--- config.mk ---
export PLATFORM = sky130hd
export DESIGN_NAME = apb2axi_req_sched
export DESIGN_NICKNAME = d
export VERILOG_FILES = /design/src/rtl/apb2axi_req_sched.sv
export SDC_FILE = /design/constraint.sdc
export NUM_CORES = 1
export LEC_CHECK = 0
export CORE_MARGIN = 2
export CORE_UTILIZATION = 37
export DETAILED_ROUTE_END_ITERATION = 12
export PLACE_DENSITY = 0.79
export SYNTH_ARGS = -nofsm -noshare
export SYNTH_HDL_FRONTEND = slang
export SYNTH_SLANG_ARGS = --single-unit
--- constraint.sdc ---
create_clock -name aclk -period 2.66 [get_ports aclk]
set_clock_uncertainty 0.2 [all_clocks]
set_input_delay 0.399 -clock aclk [delete_from_list [all_inputs] [get_ports aclk]]
set_output_delay 0.399 -clock aclk [all_outputs]
set_load 0.01 [all_outputs]
--- src/rtl/apb2axi_req_sched.sv ---
// APB-to-AXI request scheduler: round-robin pop of WR/RD command
// FIFOs with per-direction outstanding limits and issue handshake.
module apb2axi_req_sched #(
  parameter int CMD_ENTRY_W = 64,
  parameter int MAX_OST     = 4,
  parameter int OST_W       = 4
) (
  input  logic                   aclk,
  input  logic                   aresetn,
  input  logic                   wr_pop_vld,
  input  logic [CMD_ENTRY_W-1:0] wr_pop_data,
  output logic                   wr_pop_rdy,
  input  logic                   rd_pop_vld,
  input  logic [CMD_ENTRY_W-1:0] rd_pop_data,
  output logic                   rd_pop_rdy,
  output logic                   issue_vld,
  output logic                   issue_is_write,
  output logic [CMD_ENTRY_W-1:0] issue_data,
  input  logic                   issue_rdy,
  input  logic                   wr_done,
  input  logic                   rd_done,
  input  logic                   hold,
  output logic [OST_W-1:0]       wr_ost,
  output logic [OST_W-1:0]       rd_ost,
  output logic                   idle,
  output logic                   ost_err
);

  typedef enum logic {SEL, ISSUE} state_t;

  state_t                 state_q, state_d;
  logic                   last_wr_q;
  logic                   is_wr_q;
  logic [CMD_ENTRY_W-1:0] data_q;
  logic [OST_W-1:0]       wr_ost_q, wr_ost_d;
  logic [OST_W-1:0]       rd_ost_q, rd_ost_d;
  logic                   ost_err_q;

  logic wr_elig, rd_elig;
  logic issue_hs;
  logic wr_inc, rd_inc;

  assign wr_elig = wr_pop_vld && !hold &&
                   (wr_ost_q < OST_W'(MAX_OST));
  assign rd_elig = rd_pop_vld && !hold &&
                   (rd_ost_q < OST_W'(MAX_OST));

  assign issue_vld = (state_q == ISSUE);
  assign issue_hs  = issue_vld && issue_rdy;
  assign wr_inc    = issue_hs && is_wr_q;
  assign rd_inc    = issue_hs && !is_wr_q;

  always_comb begin
    state_d    = state_q;
    wr_pop_rdy = 1'b0;
    rd_pop_rdy = 1'b0;
    unique case (state_q)
      SEL: begin
        if (aresetn) begin
          // on a tie, the side that did not win last time goes
          wr_pop_rdy = wr_elig && (!rd_elig || !last_wr_q);
          rd_pop_rdy = rd_elig && (!wr_elig || last_wr_q);
        end
        if (wr_pop_rdy || rd_pop_rdy)
          state_d = ISSUE;
      end
      ISSUE: begin
        if (issue_rdy)
          state_d = SEL;
      end
      default: state_d = SEL;
    endcase
  end

  always_comb begin
    wr_ost_d = wr_ost_q;
    if (wr_inc && !wr_done)
      wr_ost_d = wr_ost_q + OST_W'(1);
    else if (!wr_inc && wr_done && wr_ost_q != '0)
      wr_ost_d = wr_ost_q - OST_W'(1);
  end

  always_comb begin
    rd_ost_d = rd_ost_q;
    if (rd_inc && !rd_done)
      rd_ost_d = rd_ost_q + OST_W'(1);
    else if (!rd_inc && rd_done && rd_ost_q != '0)
      rd_ost_d = rd_ost_q - OST_W'(1);
  end

  always_ff @(posedge aclk) begin
    if (!aresetn) begin
      state_q   <= SEL;
      last_wr_q <= 1'b0;
      is_wr_q   <= 1'b0;
      data_q    <= '0;
      wr_ost_q  <= '0;
      rd_ost_q  <= '0;
      ost_err_q <= 1'b0;
    end else begin
      state_q  <= state_d;
      wr_ost_q <= wr_ost_d;
      rd_ost_q <= rd_ost_d;
      if (wr_pop_rdy) begin
        data_q    <= wr_pop_data;
        is_wr_q   <= 1'b1;
        last_wr_q <= 1'b1;
      end else if (rd_pop_rdy) begin
        data_q    <= rd_pop_data;
        is_wr_q   <= 1'b0;
        last_wr_q <= 1'b0;
      end else if (issue_hs) begin
        data_q  <= '0;
        is_wr_q <= 1'b0;
      end
      // a completion with nothing outstanding is a protocol error
      if ((wr_done && wr_ost_q == '0) ||
          (rd_done && rd_ost_q == '0))
        ost_err_q <= 1'b1;
    end
  end

  assign issue_data     = data_q;
  assign issue_is_write = is_wr_q;
  assign wr_ost         = wr_ost_q;
  assign rd_ost         = rd_ost_q;
  assign ost_err        = ost_err_q;
  assign idle           = (state_q == SEL) &&
                          (wr_ost_q == '0) &&
                          (rd_ost_q == '0);

endmodule

Yosys cells after proc, flatten, opt, wreduce, memory -nomap -nowiden

Cells that the tools add are included.

Add/subtract/negate cells: 4
$mul: 0
Div/mod/pow operators: 0
Magnitude comparators: 2
Equality and inequality tests: 0
Shift operators: 0
Multiplexer cells: 21
Bitwise gates (word level): 1
Reduce and logical (&&, ||, !) cells: 40

Operators by type and width:

| operator                                           | number |
|---|---|
| 2-to-1 mux 64 bit                                  | 3 |
| logical AND 1 bit                                  | 19 |
| 2-to-1 mux 4 bit                                   | 4 |
| 2-to-1 mux 1 bit                                   | 13 |
| zero test 1 bit                                    | 9 |
| adder 4 x 1 -> 4 bit, second input constant        | 2 |
| zero test 4 bit                                    | 2 |
| < comparator 4 x 3 -> 1 bit, second input constant | 2 |
| nonzero test 4 bit                                 | 2 |
| subtractor 4 x 1 -> 4 bit, second input constant   | 2 |
| nonzero test 2 bit                                 | 3 |
| logical OR 1 bit                                   | 4 |
| nonzero test 3 bit                                 | 1 |
| case mux 1 bit (2 select lines)                    | 1 |
| NOT 1 bit                                          | 1 |

Flip-flop bits (word level): 76
Latch bits: 0
Memory bits (writable): 0
Bits in read-only memories: 0
Input bits: 136
Output and inout bits: 78
Memories: 0

Logic depth before layout (Yosys ltp)

Gate-level depths: netlist of the first run.

Word-level depth: 11
Gate-level depth with buffers: 8
Gate-level depth less buffers: 8

Least setup slack after synthesis of the first run

No wires, ideal clock.

Path kind: register to register
Start point: register state_q (netlist: issue_vld)
End point: register rd_ost_q[3] (netlist: rd_ost[3])
Setup time: 0.122 ns
Arrival time: 2.196 ns
Data required time: 2.338 ns
Setup slack: 0.142 ns
Stages on the path, launching flop included: 9
Clock period less this slack: 2.518 ns
Path through: dfxtp_1 nand2_1 nor3_1 inv_1 ha_1 a21oi_1 nand2_1 and4_1 a311o_1

Cells in the longest elaborated chain, start to end: 6
Elaborated cells on any way between the ends: 8
Those cells by class: mux: 1; reduce/logical: 7

Ends and longest elaborated chain:

| what                                | line | RTL |
|---|---|---|
| start: declaration                  | 31   | `state_t state_q, state_d;` |
| start signal: assignment            | 101  | `state_q <= state_d;` |
| logical AND 1 bit (*)               | 49   | `assign issue_hs = issue_vld && issue_rdy;` |
| logical AND 1 bit (*)               | 51   | `assign rd_inc = issue_hs && !is_wr_q;` |
| zero test 1 bit                     | 87   | `else if (!rd_inc && rd_done && rd_ost_q != '0)` |
| logical AND 1 bit (2 in a row)      | 87   |  |
| nonzero test 2 bit (no source line) | -    |  |
| end signal: assignment              | 103  | `rd_ost_q <= rd_ost_d;` |
| end: declaration                    | 36   | `logic [OST_W-1:0] rd_ost_q, rd_ost_d;` |

Every way passes the cells marked *; elsewhere a longest branch is shown, timed or not.
A chain may end at the register's enable or synchronous reset.

Worst setup path in the final report of the first run

Start point: input port wr_pop_vld
End point: register data_q[2] (netlist: issue_data[2])

Cells in the longest elaborated chain, start to end: 10
Elaborated cells on any way between the ends: 15
Those cells by class: mux: 8; reduce/logical: 7

Ends and longest elaborated chain:

| what                               | line | RTL |
|---|---|---|
| start: declaration                 | 10   | `input logic wr_pop_vld,` |
| logical AND 1 bit (*) (2 in a row) | 43   | `assign wr_elig = wr_pop_vld && !hold &&` |
| zero test 1 bit                    | 62   | `rd_pop_rdy = rd_elig && (!wr_elig \|\| last_wr_q);` |
| logical OR 1 bit                   | 62   |  |
| logical AND 1 bit                  | 62   |  |
| 2-to-1 mux 1 bit                   | 59   | `if (aresetn) begin` |
| 2-to-1 mux 1 bit (2 in a row)      | 57   | `unique case (state_q)` |
| 2-to-1 mux 64 bit                  | 108  | `end else if (rd_pop_rdy) begin` |
| 2-to-1 mux 64 bit                  | 104  | `if (wr_pop_rdy) begin` |
| end signal: assignment             | 105  | `data_q <= wr_pop_data;` |
| end signal: assignment             | 109  | `data_q <= rd_pop_data;` |
| end: declaration                   | 34   | `logic [CMD_ENTRY_W-1:0] data_q;` |

Every way passes the cells marked *; elsewhere a longest branch is shown, timed or not. The select of a mux whose other input is x is not followed.

==> results of run 1 <==
[flip-flops by register name, summed over array words and instances (netlist names)]
| name | flops |
|---|---|
| wr_ost | 4 |
| ost_err | 1 |
| issue_data | 64 |
| rd_ost | 4 |
| issue_is_write | 1 |
| issue_vld | 1 |
| last_wr_q | 1 |
[critical path: cells and delay by family]
kind	cells	cell delay, ns
compound gates	3	0.74
simple gates	1	0.49
buf+inv	2	0.93
[timing repair]
item | in CTS | in global routing
resized for setup | 6 | 2
setup buffers | 0 | 0
hold buffers | 0 | 0
setup endpoints to repair | 50 | 5
[power groups by stage]
stage	sequential (W)	clock [W]	combinational [W]
3_5_place_dp	0.00141	0	0.00125
3_3_place_gp	0.00141	0	0.00122
5_1_grt	0.00140	0.00108	0.00135
2_1_floorplan	0.00146	0	0.000500
4_1_cts	0.00139	0.00102	0.00125
6_report	0.00139	0.000998	0.00125
[stage by stage]
stage               TNS [ns]  utilization  instance area, sq um
floorplan                  0            -                  3339
global placement      -19.81       0.6456                  5630
detailed placement    -24.13       0.6456                  5630
CTS                        0       0.6716                  5857
global route               0       0.6712                  5853
finish                     0       0.6712                  5853
[layer usage]
layer	vias up	GRT usage	wire, microns
li1	1834	-	-
met1	1802	0.2711	4671
met2	173	0.3976	5927
met3	18	0.06596	971
met4	0	0.08535	217
met5	-	0	0
[layout make-up]
| type | instances | area share |
|---|---|---|
| Tap cell | 108 | 0.02309 |
| Clock inverter | 4 | 0.01240 |
| Timing Repair Buffer | 235 | 0.3944 |
| Multi-Input combinational cell | 261 | 0.2824 |
| Sequential cell | 76 | 0.2599 |
| Inverter | 3 | 0.001924 |
| Clock buffer | 11 | 0.02587 |
[how the worst max path moves through the flow]
| stage | start | end | slack, ns | depth (start not counted) |
|---|---|---|---|---|
| 2_1_floorplan | issue_vld$_SDFF_PN0_ | rd_ost[3]$_SDFFE_PN0P_ | 0.14 | 8 |
| 3_3_place_gp | wr_pop_vld | issue_data[14]$_SDFFE_PN0P_ | -0.32 | 6 |
| 3_5_place_dp | wr_pop_vld | issue_data[1]$_SDFFE_PN0P_ | -0.41 | 6 |
| 4_1_cts | wr_pop_vld | wr_pop_rdy | 0.02 | 4 |
| 5_1_grt | wr_pop_vld | issue_data[30]$_SDFFE_PN0P_ | 0.009 | 6 |
| 6_report | wr_pop_vld | issue_data[2]$_SDFFE_PN0P_ | 0.07 | 6 |
[logic make-up after synthesis]
family | share of synthesized area
flops | 0.4556
fa+ha+maj | 0.02698
simple gates | 0.1566
buf+inv | 0.05358
xor+xnor | 0.007870
mux | 0.01499
compound gates | 0.2844
[placed cells by master, fill, tap and decap left out, types with 5 or more instances in the layout]
master,n
a21oi_1,70
a22oi_1,64
buf_4,20
clkbuf_8,12
clkdlybuf4s50_1,210
dfxtp_1,76
mux2i_1,5
nand2_1,11
nand3_1,67
nor2_1,5
==> results.tsv, run 1 <==
stage	metric	value	unit
floorplan	core-area	8721	sq um
critical_path	critical_path_class	input port to flop	
floorplan	die_area	9801	sq um
global_routing	grt_remaining_overflow	0	
finish	multi_input_area	1653	sq um
global_routing	grt_pass1_wl	18450	microns
placement	io_buffers	213	
sta	rsz0062_at_grt	no	
sta	slew_headroom	0.4763	
synth	netlist.area_leader.share	0.4556	
power	p_int	0.002552	W
hold_path	hold_end	issue_data[19]$_SDFFE_PN0P_	
finish	n_fill_cell	704	
critical_path	critical_path.slowest_cell	or4b_4	
cts	tritoncts	done	
hold_path	hp-start	issue_data[19]$_SDFFE_PN0P_	
synth	synthFlopType	dfxtp_1	
power	power.density	620.9	nW/um^2
critical_path	path_cells	clkdlybuf4s50_1 > or4b_4 > a2111oi_4 > clkbuf_8 > a22oi_1 > a21oi_1	
power	power	0.003634	W
critical_path	crit_required	2.71	ns
finish	area_growth	75.27	%
floorplan	ios	214	
cts	root_buffer	clkbuf_8	
hold_path	hold_path_class	flop to flop	
cts	clk_latency	0.33	ns
sta	fmax	386.1	MHz
finish	final_cells	698	
cts	path_clk_slew	0.08	ns
drt	vias	3827	
drt	wl_per_cell	16.89	microns
critical_path	reg2reg_slack	0.21	ns
power	swShare	0.2979	
placement	place_inst	683	
sta	worst_slew_pin_slew	0.7856	ns
critical_path	r2r_end	rd_ost[3]$_SDFFE_PN0P_	
critical_path	end_kind	flop	
cts	clockBufferDepth	2	
drt	wl	11790	microns
cts	h-tree-depth	3	
placement	place_hpwl	8091	microns
synth	postSynthAreaPerCell	8.882	sq um
critical_path	slowest_delay	0.49	ns
cts	cts-buffers-inserted	9	
synth	synth_area_leader_cell	dfxtp_1	
run_status	status	finished clean	
finish	drive_gt1_frac	0.07797	
power	p_switching	0.001083	W
critical_path	startpoint_type	input port	
drt	drc	0	
finish	layout.nets	728	
floorplan	die_y	99	microns
sta	final.min_clock_period	2.590	ns
synth	synth-edff-count	0	
power	leakage	2.045	nW
critical_path	crit_fanout	66	
power	ir_worst_vdd	311.7	uV
critical_path	reg2reg_from	issue_vld$_SDFF_PN0_	
power	p_seq_frac	0.381	
drt	firstDrtPassIters	4	
power	p_clk_frac	0.274	
synth	synth_area	3339	sq um
floorplan	start_util	0.3829	
sta	hold_viol	0	
floorplan	rows	34	
cts	clock-sinks	76	
synth	async_flop_share	0	
power	power_frac_comb	0.344	
drt	drtIter0Drc	131	
critical_path	reg2reg_depth	8	
hold_path	whs_path_depth	2	
global_routing	grt_pass1_vias	3818	
floorplan	die_w	99	microns
synth	ys_seq_area_frac	0.4556	
global_routing	grt_max_degree	71	
critical_path	cp.arrival	2.64	ns
sta	final_min_period_over_clock_period	0.9737	
sta	finalSetupViolations	0	
synth	ys_types	40	
synth	synthCells	376	
finish	insertedDiodeCount	0	
flow_run	max-cap-violations	0	
synth	ys_seq_elements	76	
synth	synthTopCellsByArea	dfxtp_1 46%, a22oi_1 14%, a21oi_1 10%, nand3_1 10%, clkbuf_1 2.8%	
synth	yosys_warnings	0	
finish	regArea	1521	sq um
synth	synth_commonest_cells	76 x dfxtp_1, 70 x a21oi_1, 67 x nand3_1	
sta	slew_viol_final	0	
drt	antenna_left	0	
sta	hold_ws	0.2632	ns
drt	vias_per_cell	5.483	
global_routing	antenna_found_initial	0	
synth	syn-num-nets	518	
placement	post-place-ws	-0.4095	ns
placement	gp_congestion	0.8191	
global_routing	globalRouteTotalUtil	0.2303	
sta	setup_slack	0.06993	ns
synth	yosysMostFrequentCell	dfxtp_1	
No activity file was read; power rests on OpenSTA's default activity.
==> run 2: changes to the inputs <==
==> constraint.sdc (replaced) <==
create_clock -name aclk -period 2.66 [get_ports aclk]
set_clock_uncertainty 0.2 [all_clocks]
set_input_delay 0.532 -clock aclk [delete_from_list [all_inputs] [get_ports aclk]]
set_output_delay 0.532 -clock aclk [all_outputs]
set_load 0.01 [all_outputs]
==> run 2 against run 1 <==
Net effect: wire length fell by 1.1%; global-route usage rose by 0.22 points; flip-flop and latch count did not move; clock-buffer cell count did not move; clock power fell by 3.0%; maximum frequency rose by 0.27%; sequential share of layout area fell by 0.16 points; die area did not move; cell count rose by 0.57%; critical path type is now input port to primary output; largest cell class unchanged.
==> results.tsv, run 2 (synthesis results as in run 1) <==
stage	metric	value	unit
sta	fmax	387.1	MHz
floorplan	die_y	99	microns
power	ir_worst_vdd	277.3	uV
global_routing	antenna_found_initial	0	
placement	place_hpwl	8213	microns
drt	antenna_left	0	
finish	largest_reg_flops	64	
cts	h-tree-depth	3	
sta	worst_slew_pin_slew	0.7680	ns
drt	firstDrtPassIters	5	
drt	vias_per_cell	5.484	
power	power	0.003637	W
global_routing	grt.busiest_layer	met2	
power	power.density	617.6	nW/um^2
cts	clockBufferDepth	2	
critical_path	reg2reg_slack	0.21	ns
cts	clk_latency	0.35	ns
finish	regArea	1521	sq um
global_routing	grt_pass1_vias	3766	
finish	final_cell_mix	208 x clkdlybuf4s50_1, 76 x dfxtp_1, 70 x a21oi_1	
global_routing	globalRouteTotalUtil	0.2325	
cts	cts-buffers-inserted	9	
placement	io_buffers	213	
drt	vias	3850	
floorplan	rows	34	
floorplan	core-area	8721	sq um
finish	insertedDiodeCount	0	
sta	slew_viol_final	0	
finish	drive_gt1_frac	0.08923	
critical_path	reg2reg_from	wr_ost[2]$_SDFFE_PN0P_	
cts	tritoncts	done	
finish	layout.nets	732	
critical_path	startpoint_type	input port	
cts	post_cts_buffers	0	
cts	path_clk_slew	0.07	ns
global_routing	grt_max_degree	71	
drt	drc	0	
cts	clock-sinks	76	
sta	fin_setup_tns	0	ns
global_routing	met1_usage	0.2618	
floorplan	die_w	99	microns
sta	slew_headroom	0.4880	
floorplan	ios	214	
critical_path	end_kind	primary output	
global_routing	met2_usage	0.4116	
global_routing	grt_pass1_wl	18510	microns
drt	drtIter0Drc	134	
hold_path	hold_path_class	flop to flop	
critical_path	r2r_end	issue_data[16]$_SDFFE_PN0P_	
hold_path	hold_end	issue_data[43]$_SDFFE_PN0P_	
critical_path	critical_path_class	input port to primary output	
hold_path	whs_path_depth	2	
finish	stdcell_area	5889	sq um
finish	multi_input_area	1667	sq um
sta	final_min_period_over_clock_period	0.9711	
drt	wl	11660	microns
sta	setup_slack	0.07682	ns
sta	finalSetupViolations	0	
critical_path	path_cells	clkdlybuf4s50_1 > nor4b_2 > buf_4 > a2111oi_4 > buf_2	
finish	n_fill_cell	716	
flow_run	max-cap-violations	0	
hold_path	hp-start	issue_data[43]$_SDFFE_PN0P_	
critical_path	critical_path.slowest_cell	clkdlybuf4s50_1	
floorplan	start_util	0.3829	
critical_path	cp.arrival	1.85	ns
power	leakage	2.072	nW
placement	post-place-ws	-0.5705	ns
placement	placed_cell_area	5660	sq um
sta	rsz0062_at_grt	no	
critical_path	crit_required	1.93	ns
placement	gp_congestion	0.8229	
global_routing	use_met3	0.06738	
finish	layout_commonest_cell	clkdlybuf4s50_1	
global_routing	grt_remaining_overflow	0	
sta	final.min_clock_period	2.583	ns
finish	area_growth	76.36	%
run_status	status	finished clean	
drt	wl_per_cell	16.61	microns
critical_path	reg2reg_depth	5	
cts	root_buffer	clkbuf_8	
critical_path	crit_fanout	2	
sta	hold_viol	0	
floorplan	die_area	9801	sq um
critical_path	slowest_delay	0.41	ns
run 2: changes by cell type in the layout (fill, tap and decap cells not counted), sizes merged:
cell	change
buf	+5
clkdlybuf4s50	-2
clkbuf	-1
clkdlybuf4s15	+1
clkinv	+1
clkinvlp	-1
dlymetal6s2s	+1
run 2: layout make-up:
cell class                 instances  share of cell area
clock buffer                      11             0.02401
clock inverter                     4             0.01253
inverter                           3            0.001912
multi-input combinational        261              0.2830
sequential                        76              0.2583
tap                              108             0.02294
timing repair buffer             239              0.3973
run 2: how the worst max path moves through the flow:
| stage | end | cells after the start | start | slack (ns) |
|---|---|---|---|---|
| 2_1_floorplan | rd_ost[3]$_SDFFE_PN0P_ | 8 | issue_vld$_SDFF_PN0_ | 0.14 |
| 3_3_place_gp | wr_pop_rdy | 4 | wr_pop_vld | -0.51 |
| 3_5_place_dp | issue_data[54]$_SDFFE_PN0P_ | 6 | wr_pop_vld | -0.57 |
| 4_1_cts | wr_pop_rdy | 4 | hold | -0.07 |
| 5_1_grt | wr_pop_rdy | 3 | wr_ost[2]$_SDFFE_PN0P_ | 0.03 |
| 6_report | wr_pop_rdy | 5 | rd_pop_vld | 0.08 |
run 2: where the power goes:
group | switching, W | internal, W | leakage (nW)
sequential | 0.000105 | 0.00128 | 0.619
clock | 0.000418 | 0.000550 | 0.109
combinational | 0.000559 | 0.000729 | 1.34
run 2: layer usage:
layer / vias up / part of all wire
met1: 1824 / 0.39
met4: 0 / 0.022
li1: 1846 / -
met5: - / 0
met2: 156 / 0.51
met3: 24 / 0.074
run 2: per-stage QoR:
stage	std cells	utilization	hold slack [ns]
after floorplan	376	-	0.2881
after global placement	687	0.6491	0.2481
after detailed placement	687	0.6491	0.2548
after CTS	702	0.6745	0.2649
after global routing	702	0.6753	0.2867
final	702	0.6753	0.2655
run 2: timing repair:
item                       CTS  global route
pin swaps                    1             2
gates resized for setup     12             2
hold buffers                 0             0
setup endpoints to repair   67            63
run 2: critical path: cells and delay by family:
family	cells	cell delay (ns)
AO/OA/AOI/OAI	1	0.39
buffers and inverters	3	0.76
AND/OR/NAND/NOR	1	0.17
==> run 3: changes to the inputs <==
- CORE_UTILIZATION: 37 -> 50
- DONT_BUFFER_PORTS: default -> 1
- PLACE_DENSITY: 0.79 -> 0.62
==> run 3 against run 2 <==
Net effect: the flow now finishes with violations (DRC); core utilization is 10 points lower; final area is 38% lower; clock power is 8% higher; critical path type is now flop to primary output; combinational power is 52% lower; cell count is 36% lower; wire length is 22% lower; global-route usage is 0.060 points higher; clock-buffer cell count stayed put; sequential share of layout area is 16 points higher; maximum frequency is 2.0% higher; first-iteration DRC count is 49% higher; sequential power is 7% higher.
==> results.tsv, run 3 (synthesis results as in run 1) <==
stage	metric	value	unit
floorplan	ios	214	
cts	clk_latency	0.34	ns
power	power	0.003147	W
hold_path	hp-start	aresetn	
global_routing	grt_max_degree	71	
finish	largest_reg_flops	64	
finish	final_cell_mix	76 x dfxtp_1, 70 x a21oi_1, 67 x nand3_1	
finish	multi_input_area	1653	sq um
global_routing	grt_pass1_wl	13490	microns
flow_run	max-cap-violations	0	
finish	layout.nets	507	
sta	slew_headroom	0.4997	
critical_path	startpoint_type	flop	
power	power.density	859.0	nW/um^2
critical_path	cp.arrival	1.80	ns
power	p_switching	0.0009576	W
critical_path	reg2reg_from	wr_ost[3]$_SDFFE_PN0P_	
finish	insertedDiodeCount	0	
cts	path_clk_slew	0.08	ns
sta	finalSetupViolations	0	
power	p_seq_frac	0.469	
cts	cts-buffers-inserted	9	
finish	area_growth	9.704	%
critical_path	critical_path_class	flop to primary output	
power	swShare	0.3043	
floorplan	rows	29	
drt	drtIter0Drc	199	
drt	vias_per_cell	6.489	
cts	tritoncts	done	
power	power_frac_comb	0.197	
sta	rsz0062_at_grt	no	
global_routing	globalRouteTotalUtil	0.2332	
sta	slew_viol_final	0	
run_status	violations	DRC	
sta	final_min_period_over_clock_period	0.9520	
floorplan	die_y	85.73	microns
cts	root_buffer	clkbuf_8	
sta	fin_setup_tns	0	ns
floorplan	die_w	85.73	microns
floorplan	core-area	6422	sq um
drt	vias	2894	
cts	clock-sinks	76	
sta	hold_viol	0	
power	p_clk_frac	0.334	
drt	firstDrtPassIters	11	
sta	fmax	394.9	MHz
run_status	status	finished, violations left	
placement	io_buffers	0	
global_routing	antenna_found_initial	0	
critical_path	crit_required	1.93	ns
global_routing	grt_remaining_overflow	0	
sta	worst_slew_pin_slew	0.7505	ns
finish	regArea	1521	sq um
cts	h-tree-depth	3	
finish	layout_commonest_cell	dfxtp_1	
critical_path	end_kind	primary output	
sta	final.min_clock_period	2.532	ns
global_routing	grt_pass1_vias	2595	
critical_path	crit_fanout	29	
finish	n_fill_cell	564	
drt	drc	11	
placement	place_hpwl	6035	microns
power	p_int	0.002189	W
critical_path	cp-startpoint	wr_ost[3]$_SDFFE_PN0P_	
cts	clockBufferDepth	2	
hold_path	hold_path_class	input port to flop	
floorplan	die_area	7349	sq um
power	leakage	1.212	nW
power	ir_worst_vdd	346.5	uV
finish	drive_gt1_frac	0.09756	
placement	gp_congestion	0.8790	
drt	antenna_left	0	
drt	wl	9054	microns
drt	wl_per_cell	20.30	microns
floorplan	start_util	0.5200	
[run 3: per-layer routing]
layer / wire length, microns / part of all wire / up-vias / track usage
met5: 0 / 0 / - / 0
met2: 4433 / 0.49 / 145 / 0.3665
met1: 3629 / 0.40 / 1340 / 0.3004
met4: 127 / 0.014 / 0 / 0.09812
met3: 863 / 0.095 / 10 / 0.06737
li1: - / - / 1399 / -
[run 3: power by group through the flow]
stage / sequential [W] / combinational (W) / clock, W
5_1_grt: 0.00150 / 0.000694 / 0.00113
3_5_place_dp: 0.00150 / 0.000612 / 0
6_report: 0.00148 / 0.000621 / 0.00105
4_1_cts: 0.00148 / 0.000624 / 0.00107
2_1_floorplan: 0.00146 / 0.000500 / 0
3_3_place_gp: 0.00150 / 0.000592 / 0
[run 3: path summary, 6_finish.rpt]
path | end | slack, ns | depth (start not counted)
hold / removal | rd_ost[2]$_SDFFE_PN0P_ | 0.12 | 1
hold reg to reg | issue_data[1]$_SDFFE_PN0P_ | 0.31 | 2
setup reg to reg | issue_data[3]$_SDFFE_PN0P_ | 0.22 | 6
setup / recovery | rd_pop_rdy | 0.13 | 3
[run 3: layout make-up]
type,instances,share of cell area
Tap cell,77,0.02630
Sequential cell,76,0.4153
Clock buffer,11,0.03859
Inverter,3,0.003074
Multi-Input combinational cell,261,0.4512
Timing Repair Buffer,14,0.03893
Clock inverter,4,0.02664
[run 3: timing repair]
action / 4_1_cts / 5_1_grt
setup buffers: 1 / 0
endpoints found under the setup margin: 1 / 0
resized for setup: 0 / 0
hold buffers: 0 / 0
[run 3: worst max-delay path, stage by stage (launching register included)]
cell     delay [ns]
dfxtp_1        0.39
or4b_4         0.57
o211a_2        0.27
buf_4          0.23
[run 3: through the flow]
stage,cell area (sq um),hold slack (ns),util,cells,setup WS (ns)
floorplan,3339,0.2881,-,376,0.1422
global placement,3385,0.2985,0.5270,429,0.1917
detailed placement,3385,0.3070,0.5270,429,0.1544
CTS,3664,0.09826,0.5704,446,0.1025
global route,3664,0.1017,0.5704,446,0.05068
finish,3664,0.1173,0.5704,446,0.1276
